==> src/rtl/pu_fifo_pkg.sv <==
// Shared processing-unit definitions: attribute bit layout, default bus sizing
// and the read-outcome encoding used by the FIFO output stage.
package pu_fifo_pkg;

    localparam int SIGN_BIT       = 0;
    localparam int OVERFLOW_BIT   = 1;
    localparam int DEF_DATA_WIDTH = 4;
    localparam int DEF_ATTR_WIDTH = 4;
    localparam int DEF_DEPTH      = 4;

    typedef enum logic [1:0] {
        RD_IDLE  = 2'd0,
        RD_POP   = 2'd1,
        RD_UNDER = 2'd2
    } rd_kind_e;

endpackage

==> src/rtl/pu_fifo_if.sv <==
// Shared PU bus as seen by one FIFO: write/pop strobes, synchronous flush,
// inbound value/attributes and the registered outbound value/attributes.
interface pu_fifo_if #(
    parameter int DATA_WIDTH = 4,
    parameter int ATTR_WIDTH = 4
);
    logic                  signal_clr;
    logic                  signal_wr;
    logic [DATA_WIDTH-1:0] data_in;
    logic [ATTR_WIDTH-1:0] attr_in;
    logic                  signal_oe;
    logic [DATA_WIDTH-1:0] data_out;
    logic [ATTR_WIDTH-1:0] attr_out;

    modport master (
        output signal_clr, signal_wr, data_in, attr_in, signal_oe,
        input  data_out, attr_out
    );

    modport slave (
        input  signal_clr, signal_wr, data_in, attr_in, signal_oe,
        output data_out, attr_out
    );
endinterface

==> src/rtl/pu_fifo_mem.sv <==
// DEPTH x WIDTH register array, one synchronous write port and one
// asynchronous read port. Contents are not reset.
module pu_fifo_mem #(
    parameter int WIDTH      = 8,
    parameter int DEPTH      = 4,
    parameter int ADDR_WIDTH = 2
) (
    input  logic                  clk,
    input  logic                  we_i,
    input  logic [ADDR_WIDTH-1:0] waddr_i,
    input  logic [WIDTH-1:0]      wdata_i,
    input  logic [ADDR_WIDTH-1:0] raddr_i,
    output logic [WIDTH-1:0]      rdata_o
);

    logic [WIDTH-1:0] mem_q [DEPTH];

    always_ff @(posedge clk) begin
        if (we_i) begin
            mem_q[waddr_i] <= wdata_i;
        end
    end

    assign rdata_o = mem_q[raddr_i];

endmodule

==> src/rtl/pu_fifo.sv <==
// PU-side FIFO: buffers {attr, data} pushes in order and replays them onto the
// bus one per read, folding a sticky write-drop error into the OVERFLOW flag.
module pu_fifo
    import pu_fifo_pkg::*;
#(
    parameter int DATA_WIDTH = DEF_DATA_WIDTH,
    parameter int ATTR_WIDTH = DEF_ATTR_WIDTH,
    parameter int SIGN       = SIGN_BIT,
    parameter int OVERFLOW   = OVERFLOW_BIT,
    parameter int DEPTH      = DEF_DEPTH,
    parameter int ADDR_WIDTH = $clog2(DEPTH)
) (
    input  logic       clk,
    input  logic       rst,
    pu_fifo_if.slave   bus
);

    localparam int EW = ATTR_WIDTH + DATA_WIDTH;
    localparam logic [ADDR_WIDTH:0]   CNT_FULL = (ADDR_WIDTH+1)'(DEPTH);
    localparam logic [ADDR_WIDTH:0]   CNT_ONE  = {{ADDR_WIDTH{1'b0}}, 1'b1};
    localparam logic [ADDR_WIDTH-1:0] PTR_ONE  = {{(ADDR_WIDTH-1){1'b0}}, 1'b1};
    localparam logic [ATTR_WIDTH-1:0] OVF_MASK = {{(ATTR_WIDTH-1){1'b0}}, 1'b1} << OVERFLOW;

    if (DEPTH < 2 || (1 << ADDR_WIDTH) != DEPTH || SIGN == OVERFLOW ||
        SIGN >= ATTR_WIDTH || OVERFLOW >= ATTR_WIDTH) begin : g_bad_cfg
        $error("pu_fifo: invalid DEPTH/ADDR_WIDTH or attribute index parameters");
    end

    logic [ADDR_WIDTH-1:0] wr_ptr_q, wr_ptr_d;
    logic [ADDR_WIDTH-1:0] rd_ptr_q, rd_ptr_d;
    logic [ADDR_WIDTH:0]   count_q, count_d;
    logic                  err_q, err_d;
    logic [DATA_WIDTH-1:0] data_out_q, data_out_d;
    logic [ATTR_WIDTH-1:0] attr_out_q, attr_out_d;

    logic                  full, empty;
    logic                  do_push, do_pop, mem_we;
    rd_kind_e              rd_kind;
    logic [EW-1:0]         head;

    assign full  = (count_q == CNT_FULL);
    assign empty = (count_q == '0);

    // A pop in the same cycle frees a slot, so a push to a full queue is taken.
    assign do_pop  = bus.signal_oe && !empty;
    assign do_push = bus.signal_wr && (!full || do_pop);
    assign mem_we  = do_push && !bus.signal_clr;

    always_comb begin
        rd_kind = RD_IDLE;
        if (bus.signal_oe) begin
            rd_kind = empty ? RD_UNDER : RD_POP;
        end
    end

    always_comb begin
        wr_ptr_d   = wr_ptr_q;
        rd_ptr_d   = rd_ptr_q;
        count_d    = count_q;
        err_d      = err_q;
        data_out_d = '0;
        attr_out_d = '0;

        if (bus.signal_clr) begin
            wr_ptr_d = '0;
            rd_ptr_d = '0;
            count_d  = '0;
            err_d    = 1'b0;
        end else begin
            if (do_push) wr_ptr_d = wr_ptr_q + PTR_ONE;
            if (do_pop)  rd_ptr_d = rd_ptr_q + PTR_ONE;

            case ({do_push, do_pop})
                2'b10:   count_d = count_q + CNT_ONE;
                2'b01:   count_d = count_q - CNT_ONE;
                default: count_d = count_q;
            endcase

            if (do_pop) begin
                err_d = 1'b0;
            end else if (bus.signal_wr && !do_push) begin
                err_d = 1'b1;
            end

            case (rd_kind)
                RD_POP: begin
                    data_out_d = head[DATA_WIDTH-1:0];
                    attr_out_d = head[EW-1:DATA_WIDTH] | (err_q ? OVF_MASK : '0);
                end
                RD_UNDER: begin
                    attr_out_d = OVF_MASK;
                end
                default: begin
                    data_out_d = '0;
                    attr_out_d = '0;
                end
            endcase
        end
    end

    always_ff @(posedge clk or negedge rst) begin
        if (!rst) begin
            wr_ptr_q   <= '0;
            rd_ptr_q   <= '0;
            count_q    <= '0;
            err_q      <= 1'b0;
            data_out_q <= '0;
            attr_out_q <= '0;
        end else begin
            wr_ptr_q   <= wr_ptr_d;
            rd_ptr_q   <= rd_ptr_d;
            count_q    <= count_d;
            err_q      <= err_d;
            data_out_q <= data_out_d;
            attr_out_q <= attr_out_d;
        end
    end

    pu_fifo_mem #(
        .WIDTH      (EW),
        .DEPTH      (DEPTH),
        .ADDR_WIDTH (ADDR_WIDTH)
    ) u_mem (
        .clk     (clk),
        .we_i    (mem_we),
        .waddr_i (wr_ptr_q),
        .wdata_i ({bus.attr_in, bus.data_in}),
        .raddr_i (rd_ptr_q),
        .rdata_o (head)
    );

    assign bus.data_out = data_out_q;
    assign bus.attr_out = attr_out_q;

endmodule

==> src/flat_wrapper.sv <==
// flat-port wrapper written by rule: the top's interface ports become plain ports
module pu_fifo_flat import pu_fifo_pkg::*;
#(
    parameter int DATA_WIDTH = DEF_DATA_WIDTH,
    parameter int ATTR_WIDTH = DEF_ATTR_WIDTH,
    parameter int SIGN       = SIGN_BIT,
    parameter int OVERFLOW   = OVERFLOW_BIT,
    parameter int DEPTH      = DEF_DEPTH,
    parameter int ADDR_WIDTH = $clog2(DEPTH)
)
  (clk, rst, bus_signal_clr, bus_signal_wr, bus_data_in, bus_attr_in, bus_signal_oe, bus_data_out, bus_attr_out);
  pu_fifo_if #(.DATA_WIDTH(DATA_WIDTH), .ATTR_WIDTH(ATTR_WIDTH)) bus_i ();
  input  logic clk;
  input  logic rst;
  input wire logic [$bits(bus_i.signal_clr)-1:0] bus_signal_clr;
  input wire logic [$bits(bus_i.signal_wr)-1:0] bus_signal_wr;
  input wire logic [$bits(bus_i.data_in)-1:0] bus_data_in;
  input wire logic [$bits(bus_i.attr_in)-1:0] bus_attr_in;
  input wire logic [$bits(bus_i.signal_oe)-1:0] bus_signal_oe;
  output wire logic [$bits(bus_i.data_out)-1:0] bus_data_out;
  output wire logic [$bits(bus_i.attr_out)-1:0] bus_attr_out;
  assign bus_i.signal_clr = bus_signal_clr;
  assign bus_i.signal_wr = bus_signal_wr;
  assign bus_i.data_in = bus_data_in;
  assign bus_i.attr_in = bus_attr_in;
  assign bus_i.signal_oe = bus_signal_oe;
  assign bus_data_out = bus_i.data_out;
  assign bus_attr_out = bus_i.attr_out;
  pu_fifo #(.DATA_WIDTH(DATA_WIDTH), .ATTR_WIDTH(ATTR_WIDTH), .SIGN(SIGN), .OVERFLOW(OVERFLOW), .DEPTH(DEPTH), .ADDR_WIDTH(ADDR_WIDTH)) u_core (.clk(clk), .rst(rst), .bus(bus_i));
endmodule
==> config.mk <==
export PLATFORM = sky130hd
export DESIGN_NAME = pu_fifo_flat
export DESIGN_NICKNAME = d
export VERILOG_FILES = /design/src/rtl/pu_fifo_pkg.sv /design/src/rtl/pu_fifo_if.sv /design/src/rtl/pu_fifo_mem.sv /design/src/rtl/pu_fifo.sv /design/src/flat_wrapper.sv
export SDC_FILE = /design/constraint.sdc
export NUM_CORES = 1
export LEC_CHECK = 0
export CAP_MARGIN = 20
export CORE_MARGIN = 8
export CORE_UTILIZATION = 55
export DETAILED_ROUTE_END_ITERATION = 12
export GPL_TIMING_DRIVEN = 0
export PLACE_DENSITY_LB_ADDON = 0.12
export SETUP_SLACK_MARGIN = 0.3
export SYNTH_ARGS = -nofsm -noshare
export SYNTH_HDL_FRONTEND = slang
export SYNTH_SLANG_ARGS = --single-unit
==> constraint.sdc <==
create_clock -name clk -period 2.6 [get_ports clk]
set_input_delay 0.26 -clock clk [delete_from_list [all_inputs] [get_ports clk]]
set_output_delay 0.26 -clock clk [all_outputs]
set_load 0.02 [all_outputs]
# Word-level counts from Yosys, hierarchy flattened
# Memory sizes are Yosys's and may differ from the RTL's.
# Index checks and enable logic that the tools add are counted.
# word_totals
ff_bits,16
latchBits,0
ram_bits,32
mem_bits_ro,0
in_bits,13
out_inout_bits,8
wordCells,49
mem_count,1
# classes
n_addsub,4
mul,0
div,0
order_cmp,0
eq_ne,5
shift,0
mux,18
bitwise,1
n_reduce_logical,14
# memory_table
name,depth,width,read_ports,rd_ports_with_merged_regs,write_ports,line,source
u_core.u_mem.mem_q,4,8,1,0,1,pu_fifo_mem.sv:16,logic [WIDTH-1:0] mem_q [DEPTH];
# op_table
operator,count
2-bit two-way mux,7
4-bit two-way mux,3
4-bit case mux with 2 select lines,1
3-bit case mux with 2 select lines,1
3-bit nonzero test,2
1-bit two-way mux,5
"2-bit by 1-bit adder with 2-bit output, second input constant",2
"2-bit by 1-bit == test with 1-bit output, second input constant",2
"2-bit == test, second input constant",2
1-bit logical AND,4
1-bit logical NOT,4
4-bit OR,1
2-bit nonzero test,2
"3-bit by 1-bit adder with 3-bit output, second input constant",1
"3-bit == test, second input constant",1
3-bit logical NOT,1
3-bit two-way mux,1
"3-bit by 1-bit subtractor with 3-bit output, second input constant",1
1-bit logical OR,1

# Logic depth before layout (Yosys ltp)
# logic_depth
ltp_word,10
depth_mapped,7
mapped_depth_nobuf,6

# By module
# A second synthesis with hierarchy kept.
# hier_totals
cells_unflattened,126
area_unflattened_um2,2018.2
# modules_own_cells
mod,n_inst,cells_per_inst,area_per_inst_um2,seq_area_each_um2
pu_fifo_mem,1,46,1188.6,960.9
pu_fifo,1,80,829.5,400.4

# Least setup slack after synthesis
# No wires, ideal clock.
# synth_timing
path_kind,reg2reg
startpoint,register u_core.count_q[1]
endpoint,register u_core.count_q[2]
setup_ns,0.082
t_arrival_ns,2.018
t_required_ns,2.518
path_slack_ns,0.500
stages_incl_launch_ff,7
n_path_buf,1
period_less_slack_ns,2.100
cell_sequence,dfrtp_1 buf_4 o31ai_1 nor2_1 fa_1 or4_1 a31oi_1
# synth_via
elab_chain_cells,8
word_cells_on_any_way,14
cone_classes,add/sub (2); eq/ne (3); mux (2); reduce/logical (7)
# synth_lines
item,line,source
from (decl),pu_fifo.sv:31,"logic [ADDR_WIDTH:0] count_q, count_d;"
from (signal assigned),pu_fifo.sv:112,count_q <= count_d;
3-bit logical NOT,pu_fifo.sv:42,assign empty = (count_q == '0);
1-bit logical NOT,pu_fifo.sv:45,assign do_pop = bus.signal_oe && !empty;
1-bit logical AND,pu_fifo.sv:45,
1-bit logical OR,pu_fifo.sv:46,assign do_push = bus.signal_wr && (!full || do_pop);
1-bit logical AND,pu_fifo.sv:46,
2-bit by 1-bit == test with 1-bit output or 2-bit == test (tied branches),pu_fifo.sv:73,"case ({do_push, do_pop})"
3-bit case mux with 2 select lines,pu_fifo.sv:73,
3-bit two-way mux,pu_fifo.sv:64,if (bus.signal_clr) begin
# Several ways; a longest one is shown, not always the timed one.
# A chain may end at the register's enable or synchronous reset.

# Final worst setup path
# Ends and elaborated chain as after synthesis.

==> metrics.csv <==
metric;value;unit
root_buffer;clkbuf_8;
synth_cell_type_count;37;
vias;1132;
fillers;287;
dp_hpwl;2.45;mm
nets;172;
multi_input_area;632;um2
fmax;0.461;GHz
antenna_cells;0;
period_share;83.4;%
p_per_area;621;mW/mm2
num_io_pins;21;
syn_nets;146;
syn_inst;128;
start_kind;register;
drc_errors;0;
dr.pass1.iters;5;
grt_max_degree;17;
drt_iter0_markers;54;
cts_max_level;2;
rsz0062_at_grt;no;
final_antenna_net_count;0;
cts_sinks;48;
clock_path_buffers;2;
drv_cap;0;
clock-skew-final;5.14;ps
final_cells;203;
routedWlPerCell;17.1;um
hold_viol;0;
cts_setup_buffers;0;
clock_latency;290;ps
synth-edff-count;32;
wl;3.47;mm
die_y;77.2;um
required;2810;ps
crit_arrival;2380;ps
max_slew.worst_pin.slew;822;ps
peakVddDrop;0.000414;V
die-width;77.2;um
area_delta_synth_final;16.7;%
rrSetupSlack;430;ps
period_minus_slack;2170;ps
critPathKind;register to register;
holdCritPathClass;primary input to register;
cts_tree;yes;
dpl.cell_count;195;
setup_viol;0;
grt_antenna_before_repair;0;
start_util;56.6;%
setup-tns-final;0;ps
track_usage;12.7;%
slew_headroom;45.0;%
status;finished clean;
worst_hold_slack;362;ps
gp_congestion;0.785;
rows;22;
crit_fanout;8;
cts_inserted_buffers;5;
grt_first_pass_wirelength;5.92;mm
ys_warn_count;0;
syn-cell-area;0.00206;mm2
slew_viol_final;0;
synth-async-reset-ratio;33.3;%
ys_seq_elements;48;
slowest_stage;or4_1;
drive_gt1_share;11.6;%
ys.flop_type;edfxtp_1;
seq_area;0.00136;mm2
vias_per_cell;5.58;
io_buffers;19;
core;0.00363;mm2
leakagePower;0.880;nW
dieArea;0.00595;mm2
clk_pin_slew_worst_paths;80;ps
grt_overflow;0;
path_cells;buf_4 -> o31ai_2 -> nor2_1 -> fa_2 -> or4_1 -> a31oi_1;
fin_util;66.1;%
endpoint_kind;register;
cp_slowest_stage_delay;550;ps
grt_pass1_vias;1236;
ys_seq_area_share;66.2;%
syn_avg_cell_area;16.1;um2
-- synthesized netlist by cell type, types with 3 or more instances --
master	number	share of area [%]
a21oi_1	5	1.2
nor2_1	4	0.73
inv_1	6	1.1
buf_2	3	0.73
and2_1	4	1.2
mux4_1	7	8.9
xor2_1	3	1.3
edfxtp_1	32	47
ha_1	4	2.4
o21ai_0	4	0.97
nor2b_1	8	2.4
dfrtp_1	16	19
-- sequential cells by signal, summed over array words and instances (netlist names) --
signal	flops
u_core.u_mem.mem_q	32
u_core.bus.attr_out	4
u_core.bus.data_out	4
u_core.count_q	3
u_core.rd_ptr_q	2
u_core.wr_ptr_q	2
u_core.err_q	1
-- final timing paths --
| check | startpoint | end | cells past startpoint |
|---|---|---|---|
| max in group asynchronous | rst | u_core.bus.data_out[1]$_DFF_PN0_ | 1 |
| min in group asynchronous | rst | u_core.bus.data_out[3]$_DFF_PN0_ | 1 |
| max | u_core.count_q[1]$_DFFE_PN0P_ | u_core.count_q[2]$_DFFE_PN0P_ | 6 |
| min reg2reg | u_core.err_q$_DFFE_PN0P_ | u_core.err_q$_DFFE_PN0P_ | 2 |
| max reg2reg | u_core.count_q[1]$_DFFE_PN0P_ | u_core.count_q[2]$_DFFE_PN0P_ | 6 |
| min | bus_signal_clr | u_core.rd_ptr_q[1]$_DFFE_PN0N_ | 2 |
-- metal layers --
layer,track usage (%),wire length [um],vias to the layer above
met5,0,0,-
met4,4.15,40,0
met3,3.26,141,6
met2,21.4,1790,25
met1,15.3,1500,568
li1,-,-,533
-- cell usage in the layout, fill, tap and decap left out, types with 2 or more instances in the layout --
master and count:
xor2_1 3, clkdlybuf4s50_1 19, o2111ai_1 2, edfxtp_1 32, nand3_1 2, a31oi_1 2
dfrtp_1 16, buf_2 3, nand2b_1 2, o21ai_0 4, mux4_1 7, buf_4 2
nor2b_1 8, nor3_1 2, clkbuf_8 5, and2_1 4, ha_1 4, nor2_1 4
nand3b_1 2, a21oi_1 5, inv_1 6
-- report_power, final --
| part | switching [mW] | internal [mW] | total (mW) |
|---|---|---|---|
| sequential | 0.0127 | 0.847 | 0.860 |
| clock | 0.232 | 0.188 | 0.420 |
| combinational | 0.107 | 0.104 | 0.211 |
| total | 0.352 | 1.14 | 1.49 |
-- critical path, delay by kind of cell, from the launching register on --
| family | cells | cell delay [ps] |
|---|---|---|
| compound gates | 2 | 460 |
| fa+ha+maj | 1 | 390 |
| buf+inv | 1 | 170 |
| flops | 1 | 410 |
| simple gates | 2 | 650 |
-- metrics by stage --
stage	worst slack (ps)	instance area, um2	power, mW
6_report	433	2400	1.49
5_1_grt	343	2400	1.56
4_1_cts	355	2400	1.51
3_5_place_dp	103	2310	1.09
3_3_place_gp	195	2310	1.08
2_1_floorplan	500	2060	1.01
-- final cells by class --
| type | count | area share (%) |
|---|---|---|
| Buffer | 8 | 2.03 |
| Clock buffer | 5 | 2.87 |
| Clock inverter | 3 | 0.730 |
| Inverter | 6 | 0.938 |
| Multi-Input combinational cell | 66 | 26.3 |
| Sequential cell | 48 | 56.7 |
| Tap cell | 48 | 2.50 |
| Timing Repair Buffer | 19 | 7.92 |
-- cells by family (layout without fill, tap and decap cells) --
family	Yosys count	count (layout)	synth area share [%]
simple gates	32	32	9.91
fa+ha+maj	5	5	3.41
mux	8	8	10.0
xor+xnor	4	4	1.70
buf+inv	14	41	3.47
flops	48	48	66.2
compound gates	17	17	5.29
-- repair_timing --
item / in CTS / in global routing
pin swaps: 0 / 0
resized for setup: 1 / 1
endpoints found under the setup margin: 1 / 1
hold buffers: 0 / 0
endpoints found under the hold margin: 0 / 0
No activity file was read; power rests on OpenSTA's default activity.
==> RTL change 1: new RTL, config.mk and constraints unchanged <==
`DEF_DATA_WIDTH`: 4 -> 6.
--- a/src/rtl/pu_fifo_pkg.sv
+++ b/src/rtl/pu_fifo_pkg.sv
@@ -6,3 +6,3 @@
     localparam int OVERFLOW_BIT   = 1;
-    localparam int DEF_DATA_WIDTH = 4;
+    localparam int DEF_DATA_WIDTH = 6;
     localparam int DEF_ATTR_WIDTH = 4;
Interface: changed (resized bus_data_in and bus_data_out); port bits go from 21 to 25. The function was not compared with the original's and may differ.
==> RTL change 1 against the unedited design <==
Final cell count increased by 16%; clock skew increased by 0.0063 ns; total power is 33% higher; wire length increased by 25%; sequential cell count rose by 10; worst hold slack got worse by 0.018 ns; synthesized area is 18% higher; worst setup slack better by 0.010 ns; cell area grew 21%; critical path depth unchanged; critical path type unchanged; critical endpoint unchanged; largest power group unchanged.
==> RTL change 1: results (changes against the unedited design) <==
Run status
  • Status: completed

Critical path
  • Arrival time worst endpoint: 2.41 ns (+0.03 ns)
  • Maximum net fanout on the critical path: 10 (+2)
  • Register-to-register setup slack: 0.44 ns

Placement
  • HPWL after detailed placement: 2840 um (+16%)
  • Count of buffers from port buffering: 23 (+4)
  • Routability congestion estimate: 0.782 (-0.38%)
  • Number of instances in the placed design: 220 (+13%)
  • Post-place instance area: 2730 um2 (+18%)

Clock tree
  • H-tree levels: 3 (+1)
  • Inserted Clock Buffers: 9 (+4)
  • Clock Path Buffers: 2 (unchanged)
  • CTS root buf: sky130_fd_sc_hd__clkbuf_8
  • Skew-Pair Late Insertion Delay: 0.33 ns (+0.04 ns)

Synth
  • Syn Nets: 165 (+13%)
  • List of most frequent post-synthesis cells: sky130_fd_sc_hd__edfxtp_1, sky130_fd_sc_hd__dfrtp_1, sky130_fd_sc_hd__nor2b_1, sky130_fd_sc_hd__mux4_2, sky130_fd_sc_hd__inv_1
  • Post-synthesis xor/xnor area fraction: 1.44% (-0.27 points)
  • Post-synth EDFFs: 40 (+25%)
  • Synthesized instance count: 145 (+13%)
  • Async S/R FF share, synth: 31.0% (-2.3 points)
  • Share of cell area taken by muxes after synthesis: 9.71% (-0.33 points)
  • Post-synthesis share of cell area spent on full adders, half adders and majority gates: 2.88% (-0.53 points)
  • Top cells by area, synth: sky130_fd_sc_hd__edfxtp_1, sky130_fd_sc_hd__dfrtp_1, sky130_fd_sc_hd__mux4_2, sky130_fd_sc_hd__nor2b_1, sky130_fd_sc_hd__ha_1
  • Complex-gate fraction of the synthesized area: 4.26% (-1.0 points)
  • Sequential element share of the synthesized area: 67.8% (+1.6 points)

Pwr
  • Leakage dissipation: 1.05 nW (+19%)
  • Max VDD drop: 0.449 mV (+8.4%)

Final layout
  • Max reg flops: 40 (+25%)
  • Final Non-Filler Cells: 236 (+16%)
  • Filler cells: 303 (+5.6%)
  • Share of layout cells above drive strength 1: 21.7% (+10 points)
  • Nets: 199 (+16%)

GRT
  • Largest net degree at the start of global routing: 19 (+2)
  • First-pass GRT wire length: 6980 um (+18%)
  • All-layer global routing usage: 14.7% (+2.1 points)
  • Number of global-route vias before repair: 1,412 (+14%)

STA
  • Slew at the pin closest to its max-slew limit: 0.846 ns (+0.0241 ns)
  • Worst hold slack: 0.343 ns (-0.0181 ns)
  • Skew final: 0.0114 ns (+0.00629 ns)

Detailed routing
  • Wire length per cell: 18.3 um (+7.2%)
  • First-iteration detailed-routing DRC count: 44 (-19%)
  • Number of detailed-routing iterations run before antenna repair: 4 (-1)
  • Via-to-Cell Ratio: 5.59 (+0.30%)
[RTL change 1: cell types whose count changed in the layout (fill, tap and decap cells not counted), sizes merged, moves of 2 or more]
cell	change
clkinvlp	+2
clkdlybuf4s50	+4
edfxtp	+8
nor2b	+4
mux4	+2
dfrtp	+2
clkbuf	+5
clkinv	+2
[RTL change 1: kinds of logic (layout without fill, tap and decap cells)]
| kind of cell | Yosys count | after routing |
|---|---|---|
| simple gates | 36 | 36 |
| xor+xnor | 4 | 4 |
| flops | 58 | 58 |
| fa+ha+maj | 5 | 5 |
| compound gates | 16 | 16 |
| buf+inv | 15 | 54 |
| mux | 11 | 11 |
[RTL change 1: final cells by class]
class,count,area (um2),area share (%)
clock buffers,10,128,4.40
flip-flops and latches,58,1650,56.9
repair buffers,23,230,7.93
clock inverters,6,35.0,1.21
well taps,52,65.1,2.24
multi-input cells,72,693,23.9
plain buffers,9,76.3,2.63
inverters,6,22.5,0.776
[RTL change 1: worst reg2reg max path: stages (launching register included)]
cell	delay, ns
sky130_fd_sc_hd__dfrtp_1	0.39
sky130_fd_sc_hd__buf_4	0.18
sky130_fd_sc_hd__o31ai_2	0.31
sky130_fd_sc_hd__nor2_1	0.10
sky130_fd_sc_hd__fa_2	0.39
sky130_fd_sc_hd__or4_1	0.54
sky130_fd_sc_hd__a31oi_1	0.17
[RTL change 1: report_power, final]
| part | internal, mW | switching (mW) | leakage [nW] |
|---|---|---|---|
| combinational | 0.134 | 0.124 | 0.355 |
| sequential | 1.03 | 0.0194 | 0.610 |
| clock | 0.338 | 0.343 | 0.0818 |
[RTL change 1: per-stage QoR]
stage | power [mW] | util [%] | worst slack, ns
after floorplan | 1.23 | - | 0.502
after detailed placement | 1.32 | 63.2 | 0.150
final | 1.99 | 67.1 | 0.443
after CTS | 2.01 | 67.0 | 0.361
after global placement | 1.31 | 63.2 | 0.158
after global routing | 2.07 | 67.1 | 0.364
[RTL change 1: worst paths after layout]
kind	start	end	cells after the start
worst max-delay path	u_core.count_q[2]	u_core.count_q[2]	6
worst min-delay path	bus_signal_clr	u_core.rd_ptr_q[0]	2
worst max register to register	u_core.count_q[2]	u_core.count_q[2]	6
worst min register to register	u_core.err_q	u_core.err_q	2
max in group asynchronous	rst	u_core.bus.data_out[1]	1
min in group asynchronous	rst	u_core.count_q[0]	1
[RTL change 1: routing by layer]
| layer | global-route usage (%) | share of wire, % | vias up |
|---|---|---|---|
| met5 | 0 | 0 | - |
| met4 | 9.83 | 1.7 | 0 |
| met3 | 4.00 | 4.4 | 7 |
| met2 | 24.8 | 53 | 22 |
| met1 | 16.0 | 41 | 681 |
| li1 | - | - | 610 |
==> RTL change 2: new RTL, same settings <==
Without the edit above. `data_out_q` no longer has a reset.
--- a/src/rtl/pu_fifo.sv
+++ b/src/rtl/pu_fifo.sv
@@ -106,3 +106,2 @@
             err_q      <= 1'b0;
-            data_out_q <= '0;
             attr_out_q <= '0;
@@ -113,5 +112,8 @@
             err_q      <= err_d;
-            data_out_q <= data_out_d;
             attr_out_q <= attr_out_d;
         end
+    end
+
+    always_ff @(posedge clk) begin
+        data_out_q <= data_out_d;
     end
Behaviour: differs if rst is asserted again (counterexample within 4 cycles, from zero or initial values and one cycle with rst low); with rst held inactive, the same outputs for 10 cycles.
==> RTL change 2 against the unedited design <==
Sequential cell count is the same; worst setup slack lost 0.064 ns; wire length grew 4.5%; global-route usage is essentially flat; cell area grew 3.0%; synthesized area grew 3.6%; total power grew 3.5%; largest power group unchanged.
==> RTL change 2: results (changes against the unedited design) <==
Pwr
  • Clock power share: 27.7% (-0.5 points)
  • Leakage dissipation: 0.874 nW (-0.71%)
  • Design Power: 1.54 mW (+3.5%)
  • Comb power frac: 16.3% (+2.2 points)
  • Max VDD drop: 0.397 mV (-4.0%)
  • Psw: 380 uW (+7.8%)

GRT
  • First-pass GRT wire length: 6010 um (+1.5%)
  • Number of global-route vias before repair: 1,189 (-3.8%)
  • Largest net degree at the start of global routing: 16 (-1)
  • All-layer global routing usage: 12.7% (+0.024 points)

Detailed routing
  • First-iteration detailed-routing DRC count: 70 (+30%)
  • Detailed Route WL: 3620 um (+4.5%)
  • Via-to-Cell Ratio: 5.54 (-0.72%)
  • Number of detailed-routing iterations run before antenna repair: 4 (-1)

Clock tree
  • Clock Path Buffers: 2 (unchanged)
  • Resized cells post-CTS: 0 (-1)

STA
  • Worst hold slack: 0.323 ns (-0.0381 ns)
  • Worst Setup Slack, final: 0.369 ns (-0.0638 ns)
  • Max transition margin: 61.8% (+17 points)
  • Skew final: 0.00169 ns (-0.00345 ns)

Run status
  • Status: completed

Synth
  • Count of unique library cells instantiated by Yosys: 43 (+16%)
  • Top cells by area, synth: sky130_fd_sc_hd__edfxtp_1, sky130_fd_sc_hd__dfrtp_1, sky130_fd_sc_hd__mux4_2, sky130_fd_sc_hd__dfxtp_1, sky130_fd_sc_hd__mux4_1
  • Syn Nets: 150 (+2.7%)
  • Async S/R FF share, synth: 25.0% (-8.3 points)
  • Sequential element share of the synthesized area: 62.9% (-3.2 points)
  • List of most frequent post-synthesis cells: sky130_fd_sc_hd__edfxtp_1, sky130_fd_sc_hd__dfrtp_1, sky130_fd_sc_hd__nor2b_1
  • Mean instance size in the synthesized netlist: 16.1 um2 (+0.45%)

Critical path
  • Worst stage delay on the critical path: 0.46 ns (-0.09 ns)
  • Worst setup path startpoint: u_core.count_q[2]
  • Maximum net fanout on the critical path: 5 (-3)
  • Kind of cell adding the most delay to the critical path: compound AO/OA/AOI/OAI gates
  • Arrival time worst endpoint: 2.41 ns (+0.03 ns)

Placement
  • HPWL after detailed placement: 2480 um (+1.3%)
  • Place WS: 0.340 ns (+0.237 ns)
  • Routability congestion estimate: 0.734 (-6.5%)
  • Post-place instance area: 2380 um2 (+3.2%)
  • Number of instances in the placed design: 199 (+2.1%)

Final layout
  • Share of layout cells above drive strength 1: 18.9% (+7.3 points)
  • Final Non-Filler Cells: 207 (+2.0%)

Hold path
  • Min-delay worst type: in -> async
## RTL change 2: cell families after synthesis
family,share of synthesized area (%)
AOI/OAI and AO/OA,6.58
xor gates and xnor gates,1.23
adders and majority gates,3.29
buffers and inverters,5.23
DFF,62.9
muxes,9.92
and+or+nand+nor,10.8
## RTL change 2: area by class of cell
| type | instances | area (um2) | share of cell area, % |
|---|---|---|---|
| Multi-Input combinational cell | 71 | 683 | 27.6 |
| Buffer | 9 | 96.3 | 3.90 |
| Tap cell | 48 | 60.1 | 2.43 |
| Clock buffer | 5 | 68.8 | 2.78 |
| Clock inverter | 3 | 17.5 | 0.709 |
| Inverter | 4 | 15.0 | 0.607 |
| Sequential cell | 48 | 1340 | 54.3 |
| Timing Repair Buffer | 19 | 190 | 7.69 |
## RTL change 2: layer usage
metal / global-route usage, % / part of all wire, % / vias up
li1: - / - / 549
met1: 16.4 / 46 / 568
met2: 19.6 / 47 / 24
met3: 4.10 / 4.9 / 5
met4: 4.44 / 1.4 / 0
met5: 0 / 0 / -
